--- src/rtl/wishbone_burst_master.sv ---
// Wishbone B4 master that runs one command at a time: classic, constant or
// incrementing bursts (linear or wrapping), with bounded retry and error abort.
module wishbone_burst_master #(
    parameter int unsigned WB_ADDR_W = 32,
    parameter int unsigned WB_DATA_W = 32,
    parameter int unsigned LEN_W     = 8,
    parameter int unsigned MAX_RETRY = 3
) (
    input  logic                   CLK_I,
    input  logic                   RST_I,
    // command port
    input  logic                   cmd_valid,
    output logic                   cmd_ready,
    input  logic [WB_ADDR_W-1:0]   cmd_addr,
    input  logic                   cmd_we,
    input  logic [LEN_W-1:0]       cmd_len,
    input  logic [1:0]             cmd_mode,
    input  logic [1:0]             cmd_bte,
    input  logic [WB_DATA_W/8-1:0] cmd_sel,
    // data and status
    input  logic [WB_DATA_W-1:0]   wr_data,
    output logic                   wr_pop,
    output logic                   rd_valid,
    output logic [WB_DATA_W-1:0]   rd_data,
    output logic                   done,
    output logic                   done_err,
    output logic [LEN_W:0]         beats_done,
    // Wishbone bus
    output logic [WB_ADDR_W-1:0]   ADR_O,
    output logic [WB_DATA_W-1:0]   DAT_O,
    input  logic [WB_DATA_W-1:0]   DAT_I,
    output logic [WB_DATA_W/8-1:0] SEL_O,
    output logic                   WE_O,
    output logic                   STB_O,
    output logic                   CYC_O,
    output logic                   LOCK_O,
    output logic [2:0]             CTI_O,
    output logic [1:0]             BTE_O,
    input  logic                   ACK_I,
    input  logic                   ERR_I,
    input  logic                   RTY_I
);
    localparam int unsigned SEL_W = WB_DATA_W / 8;
    localparam int unsigned STEP  = WB_DATA_W / 8;
    localparam int unsigned CNT_W = LEN_W + 1;
    localparam int unsigned RTY_W = 4;

    localparam logic [1:0] MODE_CONST = 2'd1;
    localparam logic [1:0] MODE_INCR  = 2'd2;

    typedef enum logic [2:0] {
        S_IDLE  = 3'd0,
        S_BUS   = 3'd1,
        S_GAP   = 3'd2,
        S_RETRY = 3'd3,
        S_DONE  = 3'd4
    } state_t;

    state_t                 state_q, state_d;
    logic [WB_ADDR_W-1:0]   addr_q;
    logic                   we_q;
    logic [LEN_W-1:0]       len_q;
    logic [1:0]             mode_q;
    logic [1:0]             bte_q;
    logic [SEL_W-1:0]       sel_q;
    logic [CNT_W-1:0]       cnt_q;
    logic [RTY_W-1:0]       rty_q;
    logic                   err_q;
    logic                   rd_valid_q;
    logic [WB_DATA_W-1:0]   rd_data_q;

    logic last_c;
    logic stream_c;
    logic rty_abort_c;

    assign last_c      = (cnt_q == {1'b0, len_q});
    assign stream_c    = (mode_q == MODE_CONST) || (mode_q == MODE_INCR);
    assign rty_abort_c = (rty_q == RTY_W'(MAX_RETRY));

    // Address of the beat after 'a'; wrapping keeps the bits above the wrap span.
    function automatic logic [WB_ADDR_W-1:0] next_addr(
        input logic [WB_ADDR_W-1:0] a,
        input logic [1:0]           mode,
        input logic [1:0]           bte
    );
        logic [WB_ADDR_W-1:0] inc;
        logic [WB_ADDR_W-1:0] mask;
        inc = a + WB_ADDR_W'(STEP);
        unique case (bte)
            2'd1:    mask = WB_ADDR_W'(4 * STEP - 1);
            2'd2:    mask = WB_ADDR_W'(8 * STEP - 1);
            2'd3:    mask = WB_ADDR_W'(16 * STEP - 1);
            default: mask = '0;
        endcase
        if (mode == MODE_CONST)
            return a;
        else if (mode == MODE_INCR && bte != 2'd0)
            return (a & ~mask) | (inc & mask);
        else
            return inc;
    endfunction

    // State register
    always_ff @(posedge CLK_I or negedge RST_I) begin
        if (!RST_I) state_q <= S_IDLE;
        else        state_q <= state_d;
    end

    // Next state and bus-control decode; ERR beats RTY beats ACK
    always_comb begin
        state_d   = state_q;
        cmd_ready = 1'b0;
        CYC_O     = 1'b0;
        STB_O     = 1'b0;
        LOCK_O    = 1'b0;
        done      = 1'b0;
        unique case (state_q)
            S_IDLE: begin
                cmd_ready = 1'b1;
                if (cmd_valid) state_d = S_BUS;
            end
            S_BUS: begin
                CYC_O  = 1'b1;
                STB_O  = 1'b1;
                LOCK_O = (len_q != '0);
                if (ERR_I)      state_d = S_DONE;
                else if (RTY_I) state_d = rty_abort_c ? S_DONE : S_RETRY;
                else if (ACK_I) state_d = last_c ? S_DONE : (stream_c ? S_BUS : S_GAP);
            end
            S_GAP: begin
                CYC_O   = 1'b1;
                LOCK_O  = (len_q != '0);
                state_d = S_BUS;
            end
            S_RETRY: begin
                LOCK_O  = (len_q != '0);
                state_d = S_BUS;
            end
            S_DONE: begin
                done    = 1'b1;
                state_d = S_IDLE;
            end
            default: state_d = S_IDLE;
        endcase
    end

    // Command latch, beat/retry counters and read capture
    always_ff @(posedge CLK_I or negedge RST_I) begin
        if (!RST_I) begin
            addr_q     <= '0;
            we_q       <= 1'b0;
            len_q      <= '0;
            mode_q     <= 2'd0;
            bte_q      <= 2'd0;
            sel_q      <= '0;
            cnt_q      <= '0;
            rty_q      <= '0;
            err_q      <= 1'b0;
            rd_valid_q <= 1'b0;
            rd_data_q  <= '0;
        end else begin
            rd_valid_q <= 1'b0;
            unique case (state_q)
                S_IDLE: begin
                    if (cmd_valid) begin
                        addr_q <= cmd_addr;
                        we_q   <= cmd_we;
                        len_q  <= cmd_len;
                        mode_q <= cmd_mode;
                        bte_q  <= cmd_bte;
                        sel_q  <= cmd_sel;
                        cnt_q  <= '0;
                        rty_q  <= '0;
                        err_q  <= 1'b0;
                    end
                end
                S_BUS: begin
                    if (ERR_I) begin
                        err_q <= 1'b1;
                    end else if (RTY_I) begin
                        if (rty_abort_c) err_q <= 1'b1;
                        else             rty_q <= rty_q + RTY_W'(1);
                    end else if (ACK_I) begin
                        cnt_q <= cnt_q + CNT_W'(1);
                        rty_q <= '0;
                        if (!we_q) begin
                            rd_valid_q <= 1'b1;
                            rd_data_q  <= DAT_I;
                        end
                        if (!last_c) addr_q <= next_addr(addr_q, mode_q, bte_q);
                    end
                end
                default: ;
            endcase
        end
    end

    // Cycle type: 111 marks the final beat of a const/incr burst
    always_comb begin
        CTI_O = 3'b000;
        if (stream_c)
            CTI_O = last_c ? 3'b111 : ((mode_q == MODE_CONST) ? 3'b001 : 3'b010);
    end

    assign BTE_O      = (mode_q == MODE_INCR) ? bte_q : 2'd0;
    assign ADR_O      = addr_q;
    assign SEL_O      = sel_q;
    assign WE_O       = we_q;
    assign DAT_O      = wr_data;
    assign wr_pop     = STB_O & ACK_I & WE_O & ~ERR_I & ~RTY_I;
    assign rd_valid   = rd_valid_q;
    assign rd_data    = rd_data_q;
    assign done_err   = done & err_q;
    assign beats_done = cnt_q;

endmodule

--- config.mk ---
export PLATFORM = sky130hd
export DESIGN_NAME = wishbone_burst_master
export DESIGN_NICKNAME = d
export VERILOG_FILES = /design/src/rtl/wishbone_burst_master.sv
export SDC_FILE = /design/constraint.sdc
export NUM_CORES = 1
export LEC_CHECK = 0
export CAP_MARGIN = 20
export CORE_MARGIN = 4
export CORE_UTILIZATION = 42
export CTS_CLUSTER_SIZE = 12
export DETAILED_ROUTE_END_ITERATION = 10
export PLACE_DENSITY = 0.82
export SYNTH_ARGS = -nofsm -noshare
export SYNTH_HDL_FRONTEND = slang
export SYNTH_SLANG_ARGS = --single-unit
--- constraint.sdc ---
create_clock -name CLK_I -period 2.34 [get_ports CLK_I]
set_input_delay 0.468 -clock CLK_I [delete_from_list [all_inputs] [get_ports CLK_I]]
set_output_delay 0.468 -clock CLK_I [all_outputs]
set_load 0.02 [all_outputs]
Yosys cells after proc, flatten, opt, wreduce, memory -nomap -nowiden
Index checks and enable logic that the tools add are counted.
- register bits: 99
- input port bits: 119
- word-level logic and storage cells: 117
- add/subtract/negate cells: 3
- eq/ne operators: 22
- mux-type cells: 52
- bitwise logic cells: 12
- reduce and logical (&&, ||, !) cells: 16
- operator list (operator ; number):
    2-to-1 mux 32 bit ; 12
    AND 32 bit ; 2
    case mux 32 bit (2 select lines) ; 1
    2-to-1 mux 9 bit ; 4
    adder 32 x 3 -> 32 bit (second input constant) ; 1
    inverter 32 bit ; 1
    OR 32 bit ; 1
    2-to-1 mux 3 bit ; 8
    2-to-1 mux 4 bit ; 5
    case mux 6 bit (3 select lines) ; 1
    case mux 9 bit (2 select lines) ; 1
    AND reduction 5 bit ; 3
    2-to-1 mux 1 bit ; 14
    != test 2 bit (second input constant) ; 6
    != test 3 bit (second input constant) ; 4
    adder 9 x 1 -> 9 bit (second input constant) ; 1
    == test 9 x 8 -> 1 bit ; 1
    case mux 3 bit (3 select lines) ; 1
    case mux 4 bit (2 select lines) ; 1
    nonzero test 8 bit ; 1
    AND reduction 7 bit ; 1
    == test 2 bit (second input constant) ; 3
    == test 3 x 2 -> 1 bit (second input constant) ; 2
    2-to-1 mux 2 bit ; 3
    17 further kinds ; 27

Logic depth before layout (Yosys ltp)
Gate-level depths: netlist of run 1.
- depth in word-level cells: 17
- mapped depth: 11

Worst setup path before layout of run 1
Ideal clock, no wire load.
- kind: flip-flop to output port
- from: reg cnt_q[1] (netlist: beats_done[1])
- to: out CTI_O[0]
- arrival time: 1.704 ns
- required time: 1.872 ns
- slack: 0.168 ns
- cell stages (with the launch flop): 6
- path buffers: 0
- path through: dfrtp_1 > xor2_1 > nor4_1 > and3_1 > nor2_1 > nor2_1
- word-level cells in the longest chain between the ends: 3
- ends and longest elaborated chain (what ; RTL line ; source):
    start, declared ; 66 ; logic [CNT_W-1:0] cnt_q;
    start signal, assigned ; 184 ; cnt_q <= cnt_q + CNT_W'(1);
    == test 9 x 8 -> 1 bit ; 76 ; assign last_c = (cnt_q == {1'b0, len_q});
    2-to-1 mux 3 bit ; 202 ; CTI_O = last_c ? 3'b111 : ((mode_q == MODE_CONST) ? 3'b001 : 3'b010);
    2-to-1 mux 3 bit ; 201 ; if (stream_c)
    end, declared ; 37 ; output logic [2:0] CTI_O,
No other way between the ends.

Worst setup path after layout of run 1
Ends and elaborated chain as after synthesis.

==> results.sh, run 1 <==
export IMPL_status="completed"
export IMPL_cts_made_buffers=9
export IMPL_via_per_inst=5.433
export IMPL_synth_xor_area_share_pct=2.859
export IMPL_gr_total_overflow=0
export IMPL_cts_root_buf="clkbuf_16"
export IMPL_ir_worst_vdd_mv=0.7480
export IMPL_fin_crit_ns=2.332
export IMPL_async_flop_share_pct=100.0
export IMPL_cp_required_ns=1.87
export IMPL_finalHoldViolations=0
export IMPL_crit_family="simple AND/OR/NAND/NOR gates"
export IMPL_cts_htree_levels=3
export IMPL_worstPathMaxFanout=4
export IMPL_clk_latency_ns=0.35
export IMPL_arrival_ns=1.86
export IMPL_timing_final_max_slew_violations=0
export IMPL_synthAdderAreaFrac_pct=1.201
export IMPL_core_area_um2=12060
export IMPL_design_area_um2=7652
export IMPL_p_per_area_nw_per_um2=1318
export IMPL_p_leak_nw=3.311
export IMPL_synth_seq_area_share_pct=47.57
export IMPL_reg2reg_depth=8
export IMPL_dr_pass1_iters=5
export IMPL_worst_slack_ns=0.007581
export IMPL_cts_tree="yes"
export IMPL_hold_class="input pin to async pin"
export IMPL_yosysUniqueCellTypes=54
export IMPL_yosys_top_cells_area="dfrtp_1 48%, mux2_2 9.3%, buf_4 5.0%"
export IMPL_drive_gt1_share_pct=18.79
export IMPL_cp_slowest_cell="dfrtp_1"
export IMPL_grt_pass1_wl_um=26170
export IMPL_worst_setup_path_type="flop to output pin"
export IMPL_drt_total_wl_um=16110
export IMPL_drv_cap=0
export IMPL_synth_compound_area_share_pct=14.42
export IMPL_io_pins=242
export IMPL_syn_nets=662
export IMPL_yosysTopAreaCellShare_pct=47.57
export IMPL_syn_to_final_growth_pct=46.95
export IMPL_cts_sinks=99
export IMPL_synth_enable_flop_cells=0
export IMPL_cp_depth=6
export IMPL_grt_usage_pct=22.76
export IMPL_worstMarginPinSlew_ns=0.5072
export IMPL_fmax_mhz=428.7
export IMPL_ant_nets=0
export IMPL_synth_top_family_by_area="simple AND/OR/NAND/NOR gates"
export IMPL_rsz0062_at_grt="yes"
export IMPL_synth_top_area_cell="dfrtp_1"
export IMPL_synth_cells=538
export IMPL_dpl_cell_area_um2=7282
export IMPL_whs_ns=0.09098
export IMPL_dieArea_um2=14240
export IMPL_die_width_um=119.4
export IMPL_worstPathCellList="xor2_2 > nor4_4 > and3_4 > nor2_2 > nor2_1 > buf_4"
export IMPL_syn_cell_area_um2=5207
export IMPL_setup_violations=0
export IMPL_synth_top_flop_cell="dfrtp_1"
export IMPL_grt_max_degree=43
export IMPL_yosysWarnings=0
export IMPL_start_util_pct=43.17
export IMPL_fillers=958
export IMPL_path_buf_inv=1
export IMPL_post_place_ws_ns=-0.5104
export IMPL_antenna_diode_count=0
export IMPL_final_util_pct=63.44
export IMPL_place_hpwl_um=11920
export IMPL_finalCritPeriodShare_pct=99.68
export IMPL_drt_iter0_drc=384
export IMPL_yosys_area_share_simple_pct=16.67
export IMPL_cp_end_kind="output pin"
export IMPL_synth_area_per_cell_um2=9.679
export IMPL_port_buffers=177
export IMPL_vias=4873
export IMPL_num_rows=40
export IMPL_clkTransAtPathRegs_ns=0.07
export IMPL_clockBufferDepth=2
export IMPL_grt_pass1_vias=5169
export IMPL_nNetsFinal=849
export IMPL_slowest_delay_ns=0.42
export IMPL_gp_congestion=0.9106
export IMPL_mostFrequentLayoutCells="164 x clkdlybuf4s50_1, 99 x dfrtp_1, 69 x nand2_1"
export IMPL_antenna_found_initial=0
export IMPL_drcViolationCount=0
export IMPL_wl_per_cell_um=17.96
export IMPL_critPathLaunchType="flop"
export IMPL_final_common_cell="clkdlybuf4s50_1"
export IMPL_yosys_mux_area_fraction_pct=9.491
export IMPL_slew_headroom_pct=66.19
export IMPL_cts_hold_fix_buffers=0
export IMPL_die_h_um=119.4
export IMPL_ys_ff_latch=99
export IMPL_skew_ns=0.004292
==> layout make-up <==
| cell class | instances | area [um^2] | area share (%) |
|---|---|---|---|
| tap | 168 | 210.2 | 2.747 |
| multi-input combinational | 370 | 2379 | 31.08 |
| clock inverter | 5 | 63.81 | 0.8339 |
| sequential | 99 | 2477 | 32.37 |
| timing repair buffer | 234 | 2250 | 29.40 |
| inverter | 11 | 43.79 | 0.5723 |
| clock buffer | 10 | 229.0 | 2.992 |
==> kinds of logic after synthesis <==
logic type,after synthesis
buf+inv,69
simple gates,181
compound gates,123
xor+xnor,17
flops,99
fa+ha+maj,5
mux,44
==> what timing repair did <==
action | CTS | global route
gates cloned | 0 | 0
pin swaps | 1 | 8
buffers inserted | 0 | 3
endpoints found under the setup margin | 9 | 23
resized for setup | 27 | 15
==> worst paths after layout <==
kind                       slack, ns                 startpoint                        end
min reg2reg                     0.49       ADR_O[1]$_DFFE_PN0P_       ADR_O[1]$_DFFE_PN0P_
min                             0.09                      RST_I      ADR_O[31]$_DFFE_PN0P_
max                            0.008  beats_done[1]$_DFFE_PN0P_                   CTI_O[0]
min in group CLK_I              0.49       ADR_O[1]$_DFFE_PN0P_       ADR_O[1]$_DFFE_PN0P_
max in group asynchronous       1.55                      RST_I      ADR_O[11]$_DFFE_PN0P_
max reg2reg                     0.11     state_q[2]$_DFFE_PN0P_  beats_done[5]$_DFFE_PN0P_
==> flip-flops by register name, summed over array words and instances, names as in the netlist, named ones only <==
| name | flops |
|---|---|
| state_q | 3 |
| SEL_O | 4 |
| WE_O | 1 |
| beats_done | 9 |
| rd_data | 32 |
| ADR_O | 30 |
| rty_q | 4 |
| bte_q | 2 |
| rd_valid | 1 |
| len_q | 8 |
| err_q | 1 |
| mode_q | 2 |
==> worst register-to-register path: cells and delay by family (launching register included) <==
kind	cells	cell delay (ns)
and+or+nand+nor	2	0.79
buffers and inverters	3	0.57
DFF	1	0.40
AOI/OAI and AO/OA	3	0.35
==> per-stage QoR <==
step	cells	power (mW)	setup TNS [ns]
2_1_floorplan	538	5.953	0
3_3_place_gp	879	8.322	-11.34
3_5_place_dp	879	8.529	-13.19
4_1_cts	894	10.06	0
5_1_grt	897	10.71	-0.1673
6_report	897	10.09	0
==> power by group <==
| group | internal, mW | switching, mW |
|---|---|---|
| clock | 0.834 | 0.671 |
| combinational | 2.60 | 2.83 |
| sequential | 2.45 | 0.695 |
==> layer usage <==
metal	up-vias	GRT usage, %	wire (um)
li1	2252	-	-
met1	2331	27.19	6512
met2	246	37.55	7716
met3	44	7.645	1454
met4	0	9.592	423
met5	-	0	0
==> synth_stat cells, types with 2 or more instances <==
cell       count
dfrtp_1       99
o21a_1         3
a311oi_1       2
nor2_1        36
a32oi_1        4
nor3b_1        2
ha_1           5
nand2_1       69
or2_2          2
o22ai_1        3
o31a_1         2
and4_1         2
nand3_1       11
a31oi_1        5
a22oi_1        2
o21ai_1        2
nor4_1         9
and3_1        10
xor2_1        16
and2_1         6
nand4_1       12
o21ai_0       50
a21oi_1       29
o21ai_2        2
buf_2          6
a22o_1         5
inv_1         10
nor3_1        11
o2bb2ai_1      3
o31ai_1        4
mux2_2        43
or3_1          3
buf_4         35
clkbuf_1      15
Power figures use the tool's default switching activity.
==> run 2, diff against run 1 <==
--- a/config.mk
+++ b/config.mk
@@ -5,6 +5,7 @@
 export SDC_FILE = /design/constraint.sdc
 export NUM_CORES = 1
 export LEC_CHECK = 0
+export ABC_CLOCK_PERIOD_IN_PS = 2340
 export CAP_MARGIN = 20
 export CORE_MARGIN = 4
 export CORE_UTILIZATION = 42
==> results of run 2 <==
Final layout, timing and power as in run 1 (identical DEF).
